$ cat config.mk
export PLATFORM = sky130hd
export DESIGN_NAME = sram_arb
export DESIGN_NICKNAME = d
export VERILOG_FILES = /design/src/rtl/sram_arb.sv
export SDC_FILE = /design/constraint.sdc
export NUM_CORES = 1
export LEC_CHECK = 0
export BUFFER_PORTS_ARGS = -buffer_cell sky130_fd_sc_hd__buf_4
export CORE_UTILIZATION = 35
export DETAILED_ROUTE_END_ITERATION = 8
export GPL_TIMING_DRIVEN = 0
export PLACE_DENSITY = 0.61
export SLEW_MARGIN = 20
export SYNTH_ARGS = -nofsm -noshare
export SYNTH_HDL_FRONTEND = slang
export SYNTH_SLANG_ARGS = --single-unit
$ cat constraint.sdc
create_clock -name clk_100m -period 4.55 [get_ports clk_100m]
set_input_delay 1.1375 -clock clk_100m [delete_from_list [all_inputs] [get_ports clk_100m]]
set_output_delay 1.1375 -clock clk_100m [all_outputs]
set_load 0.005 [all_outputs]
$ cat src/rtl/sram_arb.sv
// sram_arb - single-port SRAM controller and two-way arbiter (clk_100m domain)
//
// Shares one asynchronous SRAM between the PPU core (render fetch) and the
// CPU interface. The core has priority; the CPU is served whenever the core
// is not requesting at an arbitration point. All SRAM strobes, the pad
// output enable and every requester-facing pulse are registered.
//
// Optional feature (compile-time macro SRAM_ARB_STARVE_GUARD_EN):
//   a burst counter lets the CPU win after MAX_BURST back-to-back core
//   grants taken while the CPU was waiting. Undefined = strict core priority.
//
// Ports:
//   clk_100m, rst                   clock, async active-high reset
//   core_req/we/addr/wdata          core request (level, hold until core_gnt)
//   core_gnt, core_rvalid           one-cycle pulses
//   core_rdata                      last core read data, held
//   cpu_req/we/addr/wdata           CPU request, same rules as core
//   cpu_gnt, cpu_rvalid, cpu_rdata  CPU grant / read return
//   sram_addr, sram_dq_o            registered address / write data to pad
//   sram_dq_oe                      pad output enable (high only in WR)
//   sram_dq_i                       read data from pad
//   sram_ce_n/oe_n/we_n             SRAM strobes, active low
//   busy                            FSM not in IDLE
module sram_arb #(
  parameter int AW        = 18,
  parameter int DW        = 16,
  parameter int RD_LAT    = 2,
  parameter int MAX_BURST = 8
) (
  input  logic          clk_100m,
  input  logic          rst,
  input  logic          core_req,
  input  logic          core_we,
  input  logic [AW-1:0] core_addr,
  input  logic [DW-1:0] core_wdata,
  output logic          core_gnt,
  output logic          core_rvalid,
  output logic [DW-1:0] core_rdata,
  input  logic          cpu_req,
  input  logic          cpu_we,
  input  logic [AW-1:0] cpu_addr,
  input  logic [DW-1:0] cpu_wdata,
  output logic          cpu_gnt,
  output logic          cpu_rvalid,
  output logic [DW-1:0] cpu_rdata,
  output logic [AW-1:0] sram_addr,
  output logic [DW-1:0] sram_dq_o,
  output logic          sram_dq_oe,
  input  logic [DW-1:0] sram_dq_i,
  output logic          sram_ce_n,
  output logic          sram_oe_n,
  output logic          sram_we_n,
  output logic          busy
);

  typedef enum logic [1:0] {
    IDLE = 2'd0,
    RD   = 2'd1,
    WR   = 2'd2,
    TURN = 2'd3
  } state_t;

  // The read counter counts down to zero, so it is loaded with RD_LAT-1 to
  // keep oe_n low for exactly RD_LAT cycles.
  localparam logic [3:0] RD_LOAD = 4'(RD_LAT - 1);

  state_t        state;
  logic [3:0]    rd_cnt;
  logic          owner_cpu;
  logic          cpu_forced;
  logic          pick_core;
  logic          pick_cpu;
  logic          sel_we;
  logic [AW-1:0] sel_addr;
  logic [DW-1:0] sel_wdata;

`ifdef SRAM_ARB_STARVE_GUARD_EN
  // Counts core grants taken while the CPU is kept waiting; any CPU grant or
  // the CPU letting go of its request starts the count over.
  logic [7:0] starve_cnt;

  always_ff @(posedge clk_100m or posedge rst) begin
    if (rst) begin
      starve_cnt <= '0;
    end else if (pick_cpu || !cpu_req) begin
      starve_cnt <= '0;
    end else if (pick_core) begin
      starve_cnt <= starve_cnt + 8'd1;
    end
  end

  assign cpu_forced = (starve_cnt == 8'(MAX_BURST));
`else
  assign cpu_forced = 1'b0;
`endif

  // Arbitration is only meaningful in IDLE; the core wins ties unless the
  // starvation guard has tripped.
  always_comb begin
    pick_core = 1'b0;
    pick_cpu  = 1'b0;
    if (state == IDLE) begin
      if (cpu_req && (!core_req || cpu_forced)) begin
        pick_cpu = 1'b1;
      end else if (core_req) begin
        pick_core = 1'b1;
      end
    end
    sel_we    = pick_cpu ? cpu_we    : core_we;
    sel_addr  = pick_cpu ? cpu_addr  : core_addr;
    sel_wdata = pick_cpu ? cpu_wdata : core_wdata;
  end

  // Access sequencer. Strobes are set on the transition into each state so
  // they are glitch-free register outputs; the read data is sampled at the
  // same edge that drops oe_n.
  always_ff @(posedge clk_100m or posedge rst) begin
    if (rst) begin
      state       <= IDLE;
      rd_cnt      <= '0;
      owner_cpu   <= 1'b0;
      core_gnt    <= 1'b0;
      core_rvalid <= 1'b0;
      core_rdata  <= '0;
      cpu_gnt     <= 1'b0;
      cpu_rvalid  <= 1'b0;
      cpu_rdata   <= '0;
      sram_addr   <= '0;
      sram_dq_o   <= '0;
      sram_dq_oe  <= 1'b0;
      sram_ce_n   <= 1'b1;
      sram_oe_n   <= 1'b1;
      sram_we_n   <= 1'b1;
      busy        <= 1'b0;
    end else begin
      core_gnt    <= 1'b0;
      cpu_gnt     <= 1'b0;
      core_rvalid <= 1'b0;
      cpu_rvalid  <= 1'b0;
      case (state)
        IDLE: begin
          if (pick_core || pick_cpu) begin
            owner_cpu <= pick_cpu;
            core_gnt  <= pick_core;
            cpu_gnt   <= pick_cpu;
            sram_addr <= sel_addr;
            sram_dq_o <= sel_wdata;
            sram_ce_n <= 1'b0;
            busy      <= 1'b1;
            if (sel_we) begin
              state      <= WR;
              sram_we_n  <= 1'b0;
              sram_dq_oe <= 1'b1;
            end else begin
              state     <= RD;
              sram_oe_n <= 1'b0;
              rd_cnt    <= RD_LOAD;
            end
          end
        end
        RD: begin
          if (rd_cnt == 4'd0) begin
            if (owner_cpu) begin
              cpu_rdata  <= sram_dq_i;
              cpu_rvalid <= 1'b1;
            end else begin
              core_rdata  <= sram_dq_i;
              core_rvalid <= 1'b1;
            end
            state     <= IDLE;
            sram_ce_n <= 1'b1;
            sram_oe_n <= 1'b1;
            busy      <= 1'b0;
          end else begin
            rd_cnt <= rd_cnt - 4'd1;
          end
        end
        WR: begin
          // Release the bus for one dead cycle so the pad driver is off
          // before the SRAM can drive a following read.
          state      <= TURN;
          sram_ce_n  <= 1'b1;
          sram_we_n  <= 1'b1;
          sram_dq_oe <= 1'b0;
        end
        TURN: begin
          state <= IDLE;
          busy  <= 1'b0;
        end
        default: begin
          state      <= IDLE;
          sram_ce_n  <= 1'b1;
          sram_oe_n  <= 1'b1;
          sram_we_n  <= 1'b1;
          sram_dq_oe <= 1'b0;
          busy       <= 1'b0;
        end
      endcase
    end
  end

endmodule
* Word-level counts from Yosys, hierarchy flattened
Cells that the tools add are included.
** Word-level totals
- Logic and storage cells :: 85
- Bits in read-only memories :: 0
- Memories :: 0
- RAM bits :: 0
- Register bits after elaboration :: 82
- Output and inout port bits :: 75
- Latch bits :: 0
- Bits of input ports :: 90
** Cells by class
- Add/subtract/negate cells :: 1
- Shift-type cells :: 0
- $lt $le $gt $ge :: 0
- Divide/modulo/power cells :: 0
- Bitwise logic cells :: 1
- Multiply operators :: 0
- Equality and inequality tests :: 8
- Muxes and demuxes :: 41
- Reductions and logical operators :: 18
** Operator list (count)
- $mux 1 :: 26
- $mux 18 :: 1
- $mux 16 :: 1
- $reduce_and 3->1 :: 5
- $mux 4 :: 3
- $ne 2x2->1 const B :: 4
- $pmux 2 s4 :: 1
- $pmux 4 s2 :: 1
- $reduce_and 4->1 :: 2
- $mux 2 :: 3
- $pmux 1 s2 :: 3
- $pmux 1 s3 :: 2
- $reduce_bool 3->1 :: 2
- $eq 2x2->1 const B :: 2
- $logic_not 4->1 :: 1
- $reduce_and 2->1 :: 2
- $reduce_bool 2->1 :: 2
- $sub 4x1->4 const B :: 1
- $eq 2x1->1 const B :: 1
- $logic_not 2->1 :: 1
- $ne 2x1->1 const B :: 1
- $logic_and 1x1->1 :: 1
- $logic_not 1->1 :: 1
- $logic_or 1x1->1 :: 1
- $not 1->1 :: 1

* Logic depth before layout (Yosys ltp)
Gate-level depths: netlist (run 1).
- Depth in word-level cells :: 8
- Depth in mapped cells :: 8
- Depth with buffers taken out :: 5

* Worst setup path before layout (run 1)
OpenSTA, ideal clock, no wires.
- Kind :: input to register
- Start point :: input cpu_req
- End point :: register rd_cnt[2]
- Stages :: 5
- Data required time :: 4.468 ns
- Arrival :: 2.205 ns
- Library setup time :: 0.082 ns
- Buffers on the path :: 2
- Setup slack :: 2.263 ns
- Cell sequence :: buf_4 or3b_1 buf_2 a311o_1 o22ai_1
** On the way
- Longest elaborated chain between the ends :: 6
- Elaborated cells between the ends (all ways) :: 10
- Classes of those cells :: eq/ne: 2; mux: 5; reduce/logical: 3
** RTL lines
- from (decl) :: line 39 : input logic cpu_req,
- $logic_and 1x1->1 * :: line 103 : if (cpu_req && (!core_req || cpu_forced)) begin
- $mux 1 :: line 103
- $mux 1 :: line 102 : if (state == IDLE) begin
- $mux 1 or $logic_or 1x1->1 (tied branches) :: line 109, 142
- $ne 2x2->1 (no source line) or $ne 2x1->1 (tied branches)
- $reduce_and 4->1 (no source line) *
- to (signal assigned) :: line 175 : rd_cnt <= rd_cnt - 4'd1;
- to (decl) :: line 68 : logic [3:0] rd_cnt;
Mark *: on every way between the ends. The rest lies on a longest branch, timed or not.
A chain may end at the register's enable or synchronous reset.

* Worst setup path in the final report (run 1)
- Start point :: register state[1]
- End point :: register core_rdata[5]
** On the way
- Longest elaborated chain between the ends :: 2
** RTL lines
- from (decl) :: line 67 : state_t state;
- from (signal assigned) :: line 119 : state <= IDLE;
- from (signal assigned) :: line 151 : state <= WR;
- from (signal assigned) :: line 155 : state <= RD;
- $eq 2x1->1 :: line 140 : case (state)
- $reduce_and 3->1 (no source line)
- to (signal assigned) :: line 167 : core_rdata <= sram_dq_i;
- to (decl) :: line 38 : output logic [DW-1:0] core_rdata,
Every way passes these cells.

==> flow_metrics.env, run 1 <==
export IMPL_synth_area_per_cell_um2=11.7
export IMPL_status="completed"
export IMPL_avgRoutedWirePerCell_um=16.2
export IMPL_port_buffers=163
export IMPL_dp_cells=627
export IMPL_ys_warns=0
export IMPL_syn_nets=425
export IMPL_setup_viol=0
export IMPL_maximum_number_of_pins_on_one_net_before_global_route_repair=46
export IMPL_drc=0
export IMPL_drtAntennaViolNets=0
export IMPL_vdd_drop_max_mv=0.267
export IMPL_highest_layer="met4"
export IMPL_synthesis_area_um2=3820
export IMPL_fin_cells=643
export IMPL_max_capacitance_violation_total=0
export IMPL_floorplan_core_area_um2=10500
export IMPL_dp_worst_setup_slack_ns=2.12
export IMPL_grt_antenna_before_repair=0
export IMPL_cts_repair_resize_count=0
export IMPL_crit_path_max_fanout=10
export IMPL_floorplan_die_height_um=106
export IMPL_tritoncts="yes"
export IMPL_floorplan_initialDensity_pct=36.5
export IMPL_cts_htree_levels=3
export IMPL_setup_ws_ns=2.30
export IMPL_die_w_um=106
export IMPL_met2_wirelength_um=5320
export IMPL_first_global_vias=3353
export IMPL_final_hold_viol_count=0
export IMPL_synthDominantAreaCellType="sky130_fd_sc_hd__dfrtp_1"
export IMPL_post_synth_main_area_contributors="sky130_fd_sc_hd__dfrtp_1 (52%), sky130_fd_sc_hd__mux2_2 (9.7%), sky130_fd_sc_hd__a22o_1 (6.9%)"
export IMPL_gp_congestion=0.800
export IMPL_n_antenna_cell=0
export IMPL_fillerInstances=990
export IMPL_synth_xor_area_share_pct=0
export IMPL_pwr_density_cell_nw_per_um2=633
export IMPL_unrepaired_setup_endpoints_after_global_routing="no"
export IMPL_final_layout_size_suffix_gt1_share_pct=45.4
export IMPL_mostFrequentLayoutCell="sky130_fd_sc_hd__buf_4"
export IMPL_drt_total_wl_um=10400
export IMPL_syn_to_final_growth_pct=42.1
export IMPL_top_cell_type_s_share_of_synthesized_area_pct=51.8
export IMPL_power_mw=3.43
export IMPL_timing_setup_tns_ns=0
export IMPL_netlist_cell_type_count=47
export IMPL_synthSimpleGateAreaFrac_pct=8.95
export IMPL_final_max_slew_viol_count=0
export IMPL_synth_top_family_by_area="compound AO/OA/AOI/OAI gates"
export IMPL_pin_count=165
export IMPL_timing_setup_critical_path_class="flip-flop to flip-flop"
export IMPL_worstMarginPinSlew_ns=0.655
export IMPL_clock_fmax_mhz=445
export IMPL_syn_inst_count=327
export IMPL_synth_adder_area_share_pct=2.62
export IMPL_slew_limit_headroom_pct=56.3
export IMPL_tritoncts_num_buffers=9
export IMPL_core_rowCount=37
export IMPL_vias_per_cell=5.10
export IMPL_synth_compound_gate_area_share_pct=20.3
export IMPL_drt_pass1_iter_count=4
export IMPL_synth_sequential_area_ratio_pct=53.9
export IMPL_fin_crit_ns=2.25
export IMPL_finClkSkew_ns=0.0145
export IMPL_cp_required_ns=4.80
export IMPL_most_frequent_cells_in_the_layout="sky130_fd_sc_hd__buf_4 (166), sky130_fd_sc_hd__dfrtp_1 (79), sky130_fd_sc_hd__mux2_2 (33)"
export IMPL_synth_main_ff_cell="sky130_fd_sc_hd__dfrtp_1"
export IMPL_final_net_count=600
export IMPL_dp_hpwl_um=7710
export IMPL_reg2reg_slack_ns=2.30
export IMPL_vias=3282
export IMPL_grt_pass1_wl_um=16900
export IMPL_synth_edff_count=0
export IMPL_crit_arrival_ns=2.50
export IMPL_synth_seq_cells=82
export IMPL_clock_root_buffer="sky130_fd_sc_hd__clkbuf_8"
export IMPL_floorplan_die_area_um2=11300
export IMPL_clkTransAtPathRegs_ns=0.10
export IMPL_post_synth_mux_area_share_pct=10.0
export IMPL_grt_remaining_overflow=0
export IMPL_cts_repair_timing_setup_buffer_count=0
export IMPL_hp_class="flip-flop to flip-flop"
export IMPL_worstSetupStartpointType="flip-flop"
export IMPL_leakage_power_nw=2.51
export IMPL_ys_async_sr_fraction_pct=100
export IMPL_initialDrtViolationCount=100
export IMPL_cts_hold_buffers=0
export IMPL_cts_sinks=82
export IMPL_finalCritPeriodShare_pct=49.4
export IMPL_wl_met3_um=400
export IMPL_clock_tree_buffer_depth=2
export IMPL_clkLatencyLatePin_ns=0.36
export IMPL_m1WireLength_um=4490
export IMPL_crit_path_end_kind="flip-flop"
export IMPL_groute_usage_overall_pct=19.0
[metrics by stage]
step | area (um2) | hold WS [ns] | utilization (%)
6_report | 5420 | 0.508 | 51.8
3_5_place_dp | 5230 | 0.495 | 50.0
3_3_place_gp | 5210 | 0.490 | 49.8
5_1_grt | 5420 | 0.518 | 51.8
4_1_cts | 5420 | 0.510 | 51.8
2_1_floorplan | 3820 | 0.481 | -
[layer usage]
layer,vias up,GRT usage [%]
li1,1576,-
met1,1606,23.6
met2,87,32.7
met3,13,3.19
met4,0,7.53
met5,-,0
[final timing paths]
check	from	end	cells past startpoint
worst max-delay path	state[1]$_DFFE_PP0P_	core_rdata[5]$_DFFE_PP0P_	6
worst min-delay path	sram_we_n$_DFFE_PP1P_	sram_we_n$_DFFE_PP1P_	2
worst max register to register	state[1]$_DFFE_PP0P_	core_rdata[5]$_DFFE_PP0P_	6
worst min register to register	sram_we_n$_DFFE_PP1P_	sram_we_n$_DFFE_PP1P_	2
max in group asynchronous	rst	sram_ce_n$_DFFE_PP1P_	3
min in group asynchronous	rst	cpu_rdata[1]$_DFFE_PP0P_	2
[power by group]
group	switching, mW	internal, mW	leakage [nW]
combinational	0.698	0.894	1.45
sequential	0.224	1.09	0.971
clock	0.308	0.214	0.0922
[cell families (layout without fill, tap and decap cells)]
group / count (synthesis) / after routing
buf+inv: 39 / 219
mux: 34 / 34
simple gates: 51 / 51
compound gates: 113 / 113
flops: 82 / 82
fa+ha+maj: 8 / 8
[synthesized netlist by cell type (4+ instances only)]
master and number:
sky130_fd_sc_hd__dfrtp_1 79, sky130_fd_sc_hd__mux2_2 33, sky130_fd_sc_hd__a22o_1 30, sky130_fd_sc_hd__a21oi_1 22, sky130_fd_sc_hd__o22ai_1 21, sky130_fd_sc_hd__nand3b_1 20
sky130_fd_sc_hd__o21ai_0 19, sky130_fd_sc_hd__clkbuf_1 15, sky130_fd_sc_hd__inv_1 13, sky130_fd_sc_hd__ha_1 8, sky130_fd_sc_hd__nand2_1 5, sky130_fd_sc_hd__nor2_1 5
sky130_fd_sc_hd__buf_2 4
[flip-flops by register name, indices dropped and copies added, names as in the netlist]
name         flops
sram_addr       18
state            2
cpu_rvalid       1
sram_we_n        1
cpu_gnt          1
owner_cpu        1
cpu_rdata       16
sram_oe_n        1
rd_cnt           4
core_rvalid      1
core_gnt         1
sram_ce_n        1
sram_dq_oe       1
sram_dq_o       16
busy             1
core_rdata      16
[critical path, stage by stage (launching register included)]
cell and delay [ns]:
sky130_fd_sc_hd__dfrtp_1 0.45, sky130_fd_sc_hd__inv_1 0.13, sky130_fd_sc_hd__ha_1 0.31, sky130_fd_sc_hd__nand4bb_1 0.21, sky130_fd_sc_hd__nor2_2 0.41, sky130_fd_sc_hd__buf_4 0.28, sky130_fd_sc_hd__mux2_2 0.35
[final cells by class]
type                       instances  area, um2  share of cell area (%)
sequential                        82       2060                    37.9
inverter                          14       55.1                    1.02
buffer                            25        110                    2.03
multi-input combinational        206       1600                    29.5
timing repair buffer             164       1240                    22.9
tap                              136        170                    3.14
clock buffer                       9        124                    2.28
clock inverter                     7       66.3                    1.22
(Power assumes the default switching activity.)
==> run 2, diff against run 1 <==
clock period = 2.1 ns   (was 4.55 ns; I/O delays follow)
==> run 2 against run 1 <==
- core utilization rose by 0.74 points
- critical path depth did not move
- sequential power rose by 120%
- power rose by 120%
- wire length rose by 0.44%
- highest routed layer unchanged
- worst setup slack got worse by 2.2 ns
- clock skew fell by 0.0077 ns
- fmax rose by 13%
- final cell count rose by 0.47%
- die area did not move
==> flow_metrics.env, run 2 (synthesis gave the netlist of run 1 again) <==
export IMPL_floorplan_die_area_um2=11300
export IMPL_die_w_um=106
export IMPL_floorplan_initialDensity_pct=36.5
export IMPL_max_capacitance_violation_total=0
export IMPL_finClkSkew_ns=0.00682
export IMPL_path_cells="inv_1 -> ha_1 -> nand4bb_1 -> nor2_4 -> buf_4 -> mux2_2"
export IMPL_syn_to_final_growth_pct=44.1
export IMPL_cp_required_ns=2.34
export IMPL_drc=0
export IMPL_vias=3257
export IMPL_crit_arrival_ns=2.22
export IMPL_drt_pass1_iter_count=4
export IMPL_dp_hpwl_um=7870
export IMPL_hp_class="primary input to asynchronous set/reset pin"
export IMPL_cts_sinks=82
export IMPL_most_frequent_cells_in_the_layout="sky130_fd_sc_hd__buf_4 (167), sky130_fd_sc_hd__dfrtp_1 (79), sky130_fd_sc_hd__mux2_2 (33)"
export IMPL_vias_per_cell=5.04
export IMPL_fin_cells=646
export IMPL_n_antenna_cell=0
export IMPL_dp_worst_setup_slack_ns=-0.150
export IMPL_grt_antenna_before_repair=0
export IMPL_leakage_power_nw=2.54
export IMPL_slew_limit_headroom_pct=65.9
export IMPL_clkTransAtPathRegs_ns=0.08
export IMPL_final_max_slew_viol_count=0
export IMPL_setup_viol=0
export IMPL_clock_root_buffer="sky130_fd_sc_hd__clkbuf_8"
export IMPL_final_layout_size_suffix_gt1_share_pct=47.1
export IMPL_gp_congestion=0.810
export IMPL_final_net_count=603
export IMPL_largest_register_ff_count=18
export IMPL_crit_path_end_kind="flip-flop"
export IMPL_finalInstanceArea_um2=5500
export IMPL_max_flop_register="sram_addr"
export IMPL_final_hold_viol_count=0
export IMPL_initialDrtViolationCount=161
export IMPL_clkLatencyLatePin_ns=0.35
export IMPL_vdd_drop_max_mv=0.523
export IMPL_first_global_vias=3422
export IMPL_crit_buf_inv=2
export IMPL_clock_fmax_mhz=505
export IMPL_dp_cells=629
export IMPL_clock_tree_buffer_depth=2
export IMPL_status="completed"
export IMPL_drtAntennaViolNets=0
export IMPL_cts_htree_levels=3
export IMPL_pwr_density_cell_nw_per_um2=1350
export IMPL_groute_usage_overall_pct=19.3
export IMPL_avgRoutedWirePerCell_um=16.2
export IMPL_worstMarginPinSlew_ns=0.512
export IMPL_unrepaired_setup_endpoints_after_global_routing="no"
export IMPL_grt_remaining_overflow=0
export IMPL_fin_crit_ns=1.98
export IMPL_timing_critical_path_slowest_cell_delay_ns=0.43
export IMPL_cts_hold_buffers=0
export IMPL_mostFrequentLayoutCell="sky130_fd_sc_hd__buf_4"
export IMPL_grt_pass1_wl_um=17000
export IMPL_port_buffers=163
export IMPL_timing_setup_tns_ns=0
export IMPL_worst_path_dominant_cell_family="simple AND/OR/NAND/NOR gates"
export IMPL_floorplan_die_height_um=106
export IMPL_setup_ws_ns=0.118
export IMPL_tritoncts="yes"
export IMPL_finalCritPeriodShare_pct=94.4
export IMPL_crit_path_max_fanout=10
export IMPL_timing_setup_critical_path_class="flip-flop to flip-flop"
export IMPL_pin_count=165
export IMPL_timing_hold_ws_ns=0.160
export IMPL_drt_total_wl_um=10500
export IMPL_worstSetupStartpointType="flip-flop"
export IMPL_dpl_cell_area_um2=5290
export IMPL_timing_critical_path_slowest_stage_cell="sky130_fd_sc_hd__dfrtp_1"
export IMPL_maximum_number_of_pins_on_one_net_before_global_route_repair=25
export IMPL_tritoncts_num_buffers=9
export IMPL_core_rowCount=37
export IMPL_floorplan_core_area_um2=10500
[run 2: cell types whose count changed in the layout (fill, tap and decap cells not counted), moves of 2 or more]
| cell | before | now |
|---|---|---|
| sky130_fd_sc_hd__clkbuf_2 | 0 | 6 |
| sky130_fd_sc_hd__buf_16 | 0 | 2 |
| sky130_fd_sc_hd__inv_6 | 2 | 0 |
| sky130_fd_sc_hd__clkinvlp_4 | 2 | 5 |
| sky130_fd_sc_hd__inv_8 | 3 | 0 |
| sky130_fd_sc_hd__clkbuf_1 | 15 | 10 |
[run 2: routing by layer]
layer | global-route usage, % | share of wire [%] | vias to the layer above
met1 | 24.1 | 43 | 1573
met2 | 32.9 | 51 | 94
met4 | 8.81 | 2.2 | 0
met3 | 3.19 | 4.1 | 16
met5 | 0 | 0 | -
li1 | - | - | 1574
[run 2: cell type report]
class | count | area [um2]
clock buffer | 10 | 128
inverter | 14 | 56.3
multi-input combinational | 206 | 1620
clock inverter | 6 | 43.8
sequential | 82 | 2060
timing repair buffer | 167 | 1310
fill | 1002 | 4960
buffer | 25 | 119
tap | 136 | 170
[run 2: final timing paths]
kind                                        from                    endpoint  slack [ns]  cells after the start
max                         state[1]$_DFFE_PP0P_  core_rdata[13]$_DFFE_PP0P_        0.12                      6
min                                          rst    sram_addr[0]$_DFFE_PP0P_        0.16                      2
max reg2reg                 state[1]$_DFFE_PP0P_  core_rdata[13]$_DFFE_PP0P_        0.12                      6
min reg2reg                sram_we_n$_DFFE_PP1P_       sram_we_n$_DFFE_PP1P_        0.51                      2
max in group asynchronous                    rst       sram_oe_n$_DFFE_PP1P_        1.23                      4
min in group clk_100m               sram_dq_i[6]   core_rdata[6]$_DFFE_PP0P_        0.40                      2
[run 2: power by group]
| part | leakage (nW) | switching, mW | internal [mW] |
|---|---|---|---|
| Combinational | 1.50 | 1.54 | 1.98 |
| Sequential | 0.971 | 0.508 | 2.37 |
| Clock | 0.0745 | 0.578 | 0.429 |
| Total | 2.54 | 2.62 | 4.78 |
[run 2: what timing repair did]
| item | 4_1_cts | 5_1_grt |
|---|---|---|
| pin swaps | 1 | 0 |
| buffers inserted | 1 | 0 |
| setup endpoints to repair | 29 | 44 |
| cloned | 0 | 0 |
| gates resized for setup | 4 | 11 |
[run 2: worst reg2reg max path, delay by kind of cell, from the launching register on]
family,cells,cell delay (ns)
flops,1,0.43
fa+ha+maj,1,0.35
mux,1,0.36
buf+inv,2,0.32
simple gates,2,0.43
[run 2: per-stage QoR]
stage | util [%] | power (mW)
4_1_cts | 52.3 | 7.46
5_1_grt | 52.6 | 7.96
6_report | 52.6 | 7.41
3_5_place_dp | 50.6 | 6.40
2_1_floorplan | - | 4.62
3_3_place_gp | 49.8 | 6.27
